## config.mk

```make
export PLATFORM = sky130hd
export DESIGN_NAME = npc_ctrl
export DESIGN_NICKNAME = d
export VERILOG_FILES = /design/src/rtl/npc_ctrl.sv
export SDC_FILE = /design/constraint.sdc
export NUM_CORES = 1
export LEC_CHECK = 0
export BUFFER_PORTS_ARGS = -buffer_cell sky130_fd_sc_hd__buf_2
export CAP_MARGIN = 20
export CORE_UTILIZATION = 49
export CTS_CLUSTER_DIAMETER = 150
export DETAILED_ROUTE_END_ITERATION = 6
export GPL_TIMING_DRIVEN = 1
export PLACE_DENSITY = 0.88
export SLEW_MARGIN = 20
export SYNTH_ARGS = -nofsm -noshare
export SYNTH_HDL_FRONTEND = slang
export SYNTH_SLANG_ARGS = --single-unit
```

## constraint.sdc

```tcl
create_clock -name clk -period 2.9 [get_ports clk]
set_input_delay 0.29 -clock clk [delete_from_list [all_inputs] [get_ports clk]]
set_output_delay 0.29 -clock clk [all_outputs]
set_load 0.1 [all_outputs]
```

## src/rtl/npc_ctrl.sv

```systemverilog
// Next-PC sequencer: redirect arbitration, EPC/cause/EXL, exception drain/vector.
// Optional NPC_CTRL_PERF_EN adds saturating stall_cnt / redirect_cnt outputs.
module npc_ctrl #(
    parameter logic [31:0] HANDLER_ADDR    = 32'h0000_1000,
    parameter int          DRAIN_CYCLES    = 2,
    parameter int          LU_STALL_CYCLES = 1
) (
    input  logic        clk,
    input  logic        rst_n,
    input  logic [31:0] id_pc,
    input  logic        br_taken,
    input  logic        jump,
    input  logic        jr,
    input  logic        eret,
    input  logic        load_use,
    input  logic        exc_req,
    input  logic [4:0]  exc_code,
    input  logic        int_req,
    output logic [2:0]  npc_sel,
    output logic        pc_we,
    output logic        if_id_flush,
    output logic        id_ex_flush,
    output logic [31:0] epc,
    output logic [4:0]  cause,
    output logic        exl,
    output logic        busy
`ifdef NPC_CTRL_PERF_EN
    ,
    output logic [15:0] stall_cnt,
    output logic [15:0] redirect_cnt
`endif
);

    localparam logic [2:0] SEL_SEQ     = 3'd0;
    localparam logic [2:0] SEL_HOLD    = 3'd1;
    localparam logic [2:0] SEL_BRANCH  = 3'd2;
    localparam logic [2:0] SEL_JUMP    = 3'd3;
    localparam logic [2:0] SEL_JR      = 3'd4;
    localparam logic [2:0] SEL_EPC     = 3'd5;
    localparam logic [2:0] SEL_HANDLER = 3'd6;

    localparam logic [2:0] DRAIN_INIT = 3'(DRAIN_CYCLES - 1);
    localparam logic [2:0] LU_INIT    =
        3'((LU_STALL_CYCLES > 1) ? (LU_STALL_CYCLES - 2) : 0);

    typedef enum logic [1:0] {
        S_RUN,
        S_STALL,
        S_DRAIN,
        S_VECTOR
    } state_e;

    state_e      state_q, state_d;
    logic [2:0]  cnt_q, cnt_d;
    logic [31:0] epc_q, epc_d;
    logic [4:0]  cause_q, cause_d;
    logic        exl_q, exl_d;

    always_ff @(posedge clk or negedge rst_n) begin
        if (!rst_n) begin
            state_q <= S_RUN;
            cnt_q   <= 3'd0;
            epc_q   <= 32'd0;
            cause_q <= 5'd0;
            exl_q   <= 1'b0;
        end else begin
            state_q <= state_d;
            cnt_q   <= cnt_d;
            epc_q   <= epc_d;
            cause_q <= cause_d;
            exl_q   <= exl_d;
        end
    end

    always_comb begin
        state_d     = state_q;
        cnt_d       = cnt_q;
        epc_d       = epc_q;
        cause_d     = cause_q;
        exl_d       = exl_q;
        npc_sel     = SEL_SEQ;
        pc_we       = 1'b1;
        if_id_flush = 1'b0;
        id_ex_flush = 1'b0;
        unique case (state_q)
            S_RUN: begin
                priority case (1'b1)
                    exc_req && !exl_q,
                    int_req && !exl_q: begin
                        epc_d       = id_pc;
                        cause_d     = (exc_req && !exl_q) ? exc_code : 5'd0;
                        exl_d       = 1'b1;
                        pc_we       = 1'b0;
                        if_id_flush = 1'b1;
                        id_ex_flush = 1'b1;
                        state_d     = S_DRAIN;
                        cnt_d       = DRAIN_INIT;
                    end
                    eret && exl_q: begin
                        npc_sel     = SEL_EPC;
                        if_id_flush = 1'b1;
                        exl_d       = 1'b0;
                    end
                    eret: ;
                    // Redirects under load_use are dropped; ID re-issues them after the bubble
                    load_use: begin
                        npc_sel     = SEL_HOLD;
                        pc_we       = 1'b0;
                        id_ex_flush = 1'b1;
                        if (LU_STALL_CYCLES > 1) begin
                            state_d = S_STALL;
                            cnt_d   = LU_INIT;
                        end
                    end
                    jr: begin
                        npc_sel     = SEL_JR;
                        if_id_flush = 1'b1;
                    end
                    jump: begin
                        npc_sel     = SEL_JUMP;
                        if_id_flush = 1'b1;
                    end
                    br_taken: begin
                        npc_sel     = SEL_BRANCH;
                        if_id_flush = 1'b1;
                    end
                    default: ;
                endcase
            end
            S_STALL: begin
                npc_sel     = SEL_HOLD;
                pc_we       = 1'b0;
                id_ex_flush = 1'b1;
                if (cnt_q == 3'd0) state_d = S_RUN;
                else               cnt_d   = cnt_q - 3'd1;
            end
            S_DRAIN: begin
                npc_sel     = SEL_HOLD;
                pc_we       = 1'b0;
                if_id_flush = 1'b1;
                id_ex_flush = 1'b1;
                if (cnt_q == 3'd0) state_d = S_VECTOR;
                else               cnt_d   = cnt_q - 3'd1;
            end
            S_VECTOR: begin
                npc_sel     = SEL_HANDLER;
                if_id_flush = 1'b1;
                state_d     = S_RUN;
            end
            default: state_d = S_RUN;
        endcase
    end

    assign epc   = epc_q;
    assign cause = cause_q;
    assign exl   = exl_q;
    assign busy  = (state_q != S_RUN);

    logic [31:0] unused_handler;
    assign unused_handler = HANDLER_ADDR;

`ifdef NPC_CTRL_PERF_EN
    logic [15:0] stall_q;
    logic [15:0] redir_q;
    logic        redirect;

    assign redirect = npc_sel inside {SEL_BRANCH, SEL_JUMP, SEL_JR,
                                      SEL_EPC, SEL_HANDLER};

    always_ff @(posedge clk or negedge rst_n) begin
        if (!rst_n) begin
            stall_q <= 16'd0;
            redir_q <= 16'd0;
        end else begin
            if (!pc_we && stall_q != 16'hFFFF)
                stall_q <= stall_q + 16'd1;
            if (redirect && redir_q != 16'hFFFF)
                redir_q <= redir_q + 16'd1;
        end
    end

    assign stall_cnt    = stall_q;
    assign redirect_cnt = redir_q;
`endif

endmodule

```

==> results_dict.tcl, run 1 <==
set metrics [dict create \
    die_width_um 65.0 \
    h-tree-depth 2 \
    yosysWarningCount 0 \
    grt_antenna_before_repair 0 \
    synth_nets 197 \
    synth_top_area_cell "dfrtp_1" \
    fin_area_um2 2550 \
    drt-wirelength-per-cell_um 14.9 \
    core_um2 3740 \
    status "finished clean" \
    worst_ep_required_time_ps 2610 \
    dp.cells 279 \
    syn_area_um2 1940 \
    rsz0062_at_grt "no" \
    critical_path.startpoint_type "flip-flop" \
    reg2reg_from "state_q[1]$_DFFE_PN0P_" \
    clk_pin_slew_ps 80 \
    fin_util_pct 68.2 \
    post_cts_buffers 0 \
    synth_flop_cell "dfrtp_1" \
    io_buffers 90 \
    slew_violations 0 \
    layout_min_cycle_time_ps 2580 \
    regArea_um2 1080 \
    drt_iter0_markers 113 \
    clock_latency_ps 290 \
    final_cells 287 \
    async_flop_share_pct 100 \
    grt_usage_pct 21.5 \
    synth_cells 144 \
    relSlewSlack_pct 38.9 \
    fp-row-count 22 \
    cts_resized 0 \
    die_area_um2 4220 \
    grt_pass1_wl_um 6710 \
    synth_area_per_cell_um2 13.5 \
    nFillCells 286 \
    synth_common_cells "dfrtp_1, mux2_2, inv_1" \
    ys_top_cells_by_area "dfrtp_1, mux2_2, ha_1, a22o_1, inv_1" \
    worstMarginPinSlew_ps 917 \
    clock_sinks 43 \
    vias_per_cell 5.31 \
    syn_to_final_growth_pct 31.4 \
    dp_hpwl_um 3280 \
    yosysUniqueCellTypes 34 \
    yosysMostFrequentCell "dfrtp_1" \
    hp-class "primary input to async pin" \
    grt_max_degree 44 \
    finalWirelength_um 4290 \
    placed_area_um2 2470 \
    vias 1524 \
    crit_fanout 15 \
    layout-drive-gt1-share_pct 56.9 \
    ant_nets 0 \
    cp-end-kind "primary output" \
    critPathArrivalTime_ps 2290 \
    globalplace.congestion 0.922 \
    io-pin-count 91 \
    worst-setup-path-type "flip-flop to primary output" \
    final.period_utilization_pct 89.1 \
    fin_tns_setup_ps 0 \
    synth.yosys.seq_area_share_pct 55.4 \
    synth_edf_count 0 \
    postCtsHoldBufs 0 \
    initial_core_util_pct 51.9 \
    dieHeight_um 65.0 \
    setup_viol 0 \
    cts_tree "built" \
    first_pass_iters 4 \
    finalHoldViolations 0 \
    grt_pass1_vias 1460 \
    multiInputGateArea_um2 841 \
    timing.fmax_mhz 387 \
    ys_ff_latch 43 \
    worstSetupStartpoint "state_q[1]$_DFFE_PN0P_" \
    numCtsBuffers 5 \
    drc_errors 0 \
    grt-ovfl-total 0 \
    skew_ps 8.22 \
    cts_buffer_depth 2 \
    nNetsFinal 291 \
    max_cap_violations 0 \
    synth_top_area_share_pct 55.4 \
    diodes 0 \
    cts-root-buf "clkbuf_8" \
]
final cells by class:
type,count,share of cell area (%)
clock inverter,2,0.490
timing repair buffer,91,17.9
tap,48,2.35
clock buffer,6,2.84
multi-input combinational,88,32.9
inverter,9,1.32
sequential,43,42.1
placed cells by master (no fill, tap or decap), drive strengths merged, types with 2 or more instances in the layout:
master / n
a2111oi: 2
a211oi: 2
a21oi: 3
a22o: 5
a2bb2oi: 3
buf: 91
clkbuf: 6
dfrtp: 43
ha: 7
inv: 9
mux2: 32
nand2: 5
nor2: 5
nor3: 3
nor3b: 2
o21ai: 3
sequential cells by signal, indices dropped and copies added, names as in the netlist:
register / count
cnt_q: 3
state_q: 2
exl: 1
epc: 32
cause: 5
layer usage:
layer / global-route usage (%) / vias up / wire length [um]
li1: - / 716 / -
met1: 26.8 / 732 / 1820
met2: 35.8 / 70 / 2130
met3: 5.99 / 6 / 286
met4: 7.22 / 0 / 49
met5: 0 / - / 0
logic make-up after synthesis:
kind of cell | count (synthesis) | share of synthesized area (%)
muxes | 32 | 18.5
DFF | 43 | 55.4
AOI/OAI and AO/OA | 30 | 12.6
adders and majority gates | 7 | 4.51
and+or+nand+nor | 19 | 5.22
buffers and inverters | 13 | 3.73
worst paths after layout:
| path | slack [ps] | endpoint | cells past startpoint |
|---|---|---|---|
| max | 320 | npc_sel[1] | 5 |
| max in group asynchronous | 2200 | epc[16]$_DFFE_PN0P_ | 1 |
| min reg2reg | 510 | epc[3]$_DFFE_PN0P_ | 1 |
| max reg2reg | 610 | epc[21]$_DFFE_PN0P_ | 6 |
| min in group clk | 210 | cause[0]$_DFFE_PN0P_ | 2 |
| min | 130 | epc[25]$_DFFE_PN0P_ | 1 |
critical path, stage by stage (launching register included):
cell and delay (ps):
dfrtp_1 430, inv_1 100, ha_1 450, nand2_1 290
o31ai_4 270, buf_2 450
through the flow:
stage          setup WS [ps]  hold WS, ps
6_report                 317          125
3_5_place_dp             642          477
5_1_grt                  221          199
3_3_place_gp             710          466
4_1_cts                  335          155
2_1_floorplan           -336        -5.59
Power of run 1 is not shown: default switching activity piles up to over one toggle a cycle in this logic, so the estimate is an artifact.
==> run 2, diff against run 1 <==
--- a/config.mk
+++ b/config.mk
@@ -5,13 +5,14 @@
 export SDC_FILE = /design/constraint.sdc
 export NUM_CORES = 1
 export LEC_CHECK = 0
+export ABC_AREA = 1
 export BUFFER_PORTS_ARGS = -buffer_cell sky130_fd_sc_hd__buf_2
 export CAP_MARGIN = 20
-export CORE_UTILIZATION = 49
-export CTS_CLUSTER_DIAMETER = 150
+export CORE_UTILIZATION = 50
+export CTS_CLUSTER_DIAMETER = 200
 export DETAILED_ROUTE_END_ITERATION = 6
 export GPL_TIMING_DRIVEN = 1
-export PLACE_DENSITY = 0.88
+export PLACE_DENSITY = 0.89
 export SLEW_MARGIN = 20
 export SYNTH_ARGS = -nofsm -noshare
 export SYNTH_HDL_FRONTEND = slang
==> run 2 against run 1 <==
Synthesized cell count up 57%. Die area down 1.8%. First-iteration DRC count down 20%. Count of clock-buffer cells in the layout unchanged.
==> results_dict.tcl, run 2 <==
set metrics [dict create \
    numCtsBuffers 5 \
    drc_errors 0 \
    ant_nets 0 \
    first_pass_iters 4 \
    clk_pin_slew_ps 70 \
    place_worst_setup_slack_ps 611 \
    cts_tree "built" \
    die_width_um 64.4 \
    ys_top_cells_by_area "dfrtp_1, nand2_1, ha_1, buf_6, inv_1" \
    skew_ps 4.58 \
    worst-path-buf-inv 4 \
    clock_latency_ps 280 \
    regArea_um2 1080 \
    postCtsHoldBufs 0 \
    synth_area_per_cell_um2 8.61 \
    layout-drive-gt1-share_pct 33.9 \
    synth_common_cells "nand2_1, dfrtp_1, inv_1" \
    setup_viol 0 \
    grt_antenna_before_repair 0 \
    yosysWarningCount 0 \
    synth_top_area_share_pct 55.3 \
    syn_to_final_growth_pct 29.7 \
    critPathArrivalTime_ps 2310 \
    timing.fmax_mhz 384 \
    crit_slowest_cell "buf_2" \
    rsz0062_at_grt "no" \
    io-pin-count 91 \
    fp-row-count 22 \
    synth_top_area_cell "dfrtp_1" \
    grt_max_degree 44 \
    grt-ovfl-total 0 \
    drt_iter0_markers 90 \
    h-tree-depth 2 \
    diodes 0 \
    initial_core_util_pct 52.7 \
    slew_violations 0 \
    nFillCells 348 \
    synth_flop_cell "dfrtp_1" \
    synth.yosys.seq_area_share_pct 55.3 \
    drt-wirelength-per-cell_um 11.0 \
    syn_area_um2 1950 \
    vias_per_cell 4.74 \
    grt_usage_pct 21.4 \
    yosysUniqueCellTypes 21 \
    final_common_cell "nand2_1" \
    yosysMostFrequentCell "nand2_1" \
    worst-setup-path-type "flip-flop to primary output" \
    worst_ep_required_time_ps 2610 \
    synth_edf_count 0 \
    cp-end-kind "primary output" \
    die_area_um2 4140 \
    largest_register_ffs 32 \
    max_cap_violations 0 \
    final.period_utilization_pct 89.7 \
    synth_nets 279 \
    hp-class "primary input to async pin" \
    finalHoldViolations 0 \
    cts-root-buf "clkbuf_8" \
    multiInputGateArea_um2 761 \
    relSlewSlack_pct 40.4 \
    clock_sinks 43 \
    cts_resized 0 \
    dp_hpwl_um 2930 \
    async_flop_share_pct 100 \
    vias 1726 \
    ys_ff_latch 43 \
    nNetsFinal 369 \
    crit_family "buffers and inverters" \
    crit_fanout 40 \
    core_um2 3690 \
    final_cell_mix "nand2_1, buf_2, dfrtp_1" \
    dieHeight_um 64.4 \
    grt_pass1_wl_um 6790 \
    cts_buffer_depth 2 \
    setup_slack_ps 299 \
    worstMarginPinSlew_ps 894 \
    globalplace.congestion 0.812 \
    finalWirelength_um 4010 \
    io_buffers 90 \
    synth_cells 226 \
    status "finished clean" \
    crit_chain "inv_1, ha_1, inv_2, nor2_4, inv_4, o211a_1, buf_2" \
    grt_pass1_vias 1647 \
    layout_min_cycle_time_ps 2600 \
    worst_path_largest_cell_delay_ps 410 \
    post_cts_buffers 0 \
    critical_path.startpoint_type "flip-flop" \
]
run 2: cell count changes after synthesis, moves of 3 or more:
cell,before,now
mux2_2,30,0
a21oi_1,3,8
nor3_1,3,0
buf_4,0,3
nor2_1,4,10
a2bb2oi_1,3,0
a22o_1,5,0
nand3_1,0,7
nand2_1,5,117
run 2: path summary, 6_finish.rpt:
check | startpoint | cells after the start | end | slack (ps)
min in group clk | id_pc[14] | 3 | epc[14]$_DFFE_PN0P_ | 200
min | rst_n | 1 | epc[11]$_DFFE_PN0P_ | 130
min reg2reg | epc[11]$_DFFE_PN0P_ | 2 | epc[11]$_DFFE_PN0P_ | 470
max reg2reg | state_q[0]$_DFFE_PN0P_ | 7 | epc[29]$_DFFE_PN0P_ | 1010
max in group asynchronous | rst_n | 1 | cause[3]$_DFFE_PN0P_ | 2210
max | state_q[0]$_DFFE_PN0P_ | 7 | pc_we | 300
run 2: stage by stage:
stage	instances	utilization (%)	TNS [ps]	hold WS, ps	cell area, um^2
after CTS	364	68.4	0	170	2520
final	364	68.4	0	132	2520
after floorplan	226	-	-161	-5.59	1960
after global placement	357	65.6	0	450	2420
after detailed placement	357	65.6	0	455	2420
after global routing	364	68.4	0	195	2520
run 2: cells by family (layout without fill, tap and decap cells):
| group | count (synthesis) | in the layout | share of synthesized area (%) |
|---|---|---|---|
| AO/OA/AOI/OAI | 18 | 18 | 6.30 |
| adder cells (fa/ha/maj) | 7 | 7 | 4.50 |
| AND/OR/NAND/NOR | 137 | 137 | 27.5 |
| flip-flops | 43 | 43 | 55.3 |
| buffers and inverters | 21 | 111 | 6.37 |
run 2: metal layers:
| layer | part of all wire, % | up-vias | track usage [%] | wire (um) |
|---|---|---|---|---|
| li1 | - | 877 | - | - |
| met5 | 0 | - | 0 | 0 |
| met1 | 45 | 780 | 25.7 | 1800 |
| met4 | 1.5 | 0 | 8.89 | 59 |
| met3 | 6.1 | 4 | 4.29 | 245 |
| met2 | 47 | 65 | 37.0 | 1900 |
run 2: final cells by class:
type                    count  area share (%)
flip-flops and latches     43            42.6
repair buffers             91            18.7
inverters                  13            2.03
multi-input cells         162            30.1
clock inverters             1            1.19
well taps                  48            2.38
clock buffers               6            2.88
run 2: worst register-to-register path: stages (launching register included):
cell and delay (ps):
dfrtp_1 410, inv_1 120, ha_1 460, inv_2 150, nor2_4 160, buf_4 320
nand2_1 140, nand2_1 80
Power of run 2 is left out for the same reason.
==> run 3, diff against run 2 <==
--- a/config.mk
+++ b/config.mk
@@ -8,11 +8,12 @@
 export ABC_AREA = 1
 export BUFFER_PORTS_ARGS = -buffer_cell sky130_fd_sc_hd__buf_2
 export CAP_MARGIN = 20
-export CORE_UTILIZATION = 50
+export CORE_UTILIZATION = 46
 export CTS_CLUSTER_DIAMETER = 200
 export DETAILED_ROUTE_END_ITERATION = 6
+export GPL_ROUTABILITY_DRIVEN = 0
 export GPL_TIMING_DRIVEN = 1
-export PLACE_DENSITY = 0.89
+export PLACE_DENSITY = 0.83
 export SLEW_MARGIN = 20
 export SYNTH_ARGS = -nofsm -noshare
 export SYNTH_HDL_FRONTEND = slang
==> constraint.sdc (replaced) <==
create_clock -name clk -period 2.4 [get_ports clk]
set_input_delay 0.24 -clock clk [delete_from_list [all_inputs] [get_ports clk]]
set_output_delay 0.24 -clock clk [all_outputs]
set_load 0.1 [all_outputs]
==> run 3 against run 2 <==
Via count fell by 0.81%. Highest routed layer unchanged. Register-to-register slack worse by 280 ps. Die area is 8.4% higher. Flip-flop and latch count stayed put. Final area increased by 3.1%. Critical endpoint unchanged. Global-route usage shrank 2.0 points. Core utilization decreased by 3.8 points. Cell count is 1.9% higher. Hold slack gained 14 ps. Setup slack got worse by 120 ps.
==> results_dict.tcl, run 3 (synthesized netlist as in run 2, its figures left out) <==
set metrics [dict create \
    dp_hpwl_um 3100 \
    hp-class "primary input to flip-flop" \
    grt_pass1_wl_um 6540 \
    max_cap_violations 0 \
    h-tree-depth 2 \
    vias 1712 \
    fp-row-count 23 \
    whs_path_depth 3 \
    final.period_utilization_pct 92.4 \
    r2r_cells 8 \
    syn_to_final_growth_pct 33.8 \
    reg2reg_to "cause[1]$_DFFE_PN0P_" \
    cp-end-kind "primary output" \
    skew_ps 1.20 \
    nNetsFinal 373 \
    clock_latency_ps 290 \
    reg2reg_from "state_q[0]$_DFFE_PN0P_" \
    cts-root-buf "clkbuf_8" \
    initial_core_util_pct 48.3 \
    fin_tns_setup_ps 0 \
    grt-ovfl-total 0 \
    relSlewSlack_pct 62.0 \
    grt_antenna_before_repair 0 \
    slew_violations 0 \
    final_cell_mix "nand2_1, buf_2, dfrtp_1" \
    timing.fmax_mhz 451 \
    cts_buffer_depth 2 \
    nFillCells 363 \
    crit_fanout 22 \
    rsz0062_at_grt "no" \
    diodes 0 \
    drt-wirelength-per-cell_um 11.0 \
    status "finished clean" \
    worstMarginPinSlew_ps 571 \
    io-pin-count 91 \
    layout_min_cycle_time_ps 2220 \
    die_width_um 67.0 \
    die_area_um2 4490 \
    fin_util_pct 64.6 \
    setup_viol 0 \
    drc_errors 0 \
    critical_path.startpoint_type "flip-flop" \
    critPathArrivalTime_ps 1980 \
    cts_tree "built" \
    ant_nets 0 \
    r2r_slack_ps 730 \
    drt_iter0_markers 67 \
    grt_usage_pct 19.4 \
    finalWirelength_um 4100 \
    layout-drive-gt1-share_pct 35.2 \
    vias_per_cell 4.61 \
    dieHeight_um 67.0 \
    grt_pass1_vias 1490 \
    finalHoldViolations 0 \
    holdCritStartpoint "id_pc[27]" \
    largest_register_ffs 32 \
    clk_pin_slew_ps 80 \
    holdPathEnd "epc[27]$_DFFE_PN0P_" \
    core_um2 4030 \
    worst_ep_required_time_ps 2160 \
    clock_sinks 43 \
    worst-setup-path-type "flip-flop to primary output" \
    final_common_cell "nand2_1" \
    io_buffers 90 \
    numCtsBuffers 5 \
    grt_max_degree 33 \
    first_pass_iters 4 \
]
## run 3: through the flow
step / hold WS (ps) / cells / worst slack (ps) / area (um^2)
2_1_floorplan: -55.6 / 226 / 53.8 / 1990
3_3_place_gp: 272 / 362 / 423 / 2470
3_5_place_dp: 271 / 362 / 380 / 2470
4_1_cts: 135 / 371 / 63.8 / 2600
5_1_grt: 142 / 371 / 81.6 / 2600
6_report: 146 / 371 / 183 / 2600
## run 3: worst max-delay path by stage
stage,startpoint,to,cells past startpoint
finish,state_q[0]$_DFFE_PN0P_,pc_we,7
global route,state_q[1]$_DFFE_PN0P_,pc_we,7
CTS,state_q[0]$_DFFE_PN0P_,pc_we,7
detailed placement,state_q[0]$_DFFE_PN0P_,pc_we,7
global placement,state_q[0]$_DFFE_PN0P_,pc_we,7
floorplan,state_q[0]$_DFFE_PN0P_,pc_we,7
## run 3: critical path, cell delays in order (launching register included)
cell,delay [ps]
dfrtp_1,400
inv_1,90
ha_1,280
inv_2,150
nor2_4,60
inv_4,190
o211a_1,190
clkbuf_4,320
## run 3: timing repair
action,CTS,global route
endpoints found under the hold margin,25,0
setup endpoints to repair,0,1
buffers inserted,0,0
gates resized for setup,0,1
hold buffers,1,0
## run 3: cell type report
type / instances / area, um^2 / area share (%)
clock buffers: 6 / 82.6 / 3.17
repair buffers: 95 / 508 / 19.5
multi-input cells: 162 / 786 / 30.2
well taps: 50 / 62.6 / 2.40
clock inverters: 2 / 35.0 / 1.35
inverters: 13 / 51.3 / 1.97
flip-flops and latches: 43 / 1080 / 41.4
## run 3: routing by layer
metal	vias to the layer above	routed length, um	track usage (%)
met4	0	40	6.38
met1	756	1840	25.0
met5	-	0	0
met3	5	258	4.45
met2	65	1960	31.8
li1	886	-	-
Power of run 3 is left out for the same reason.
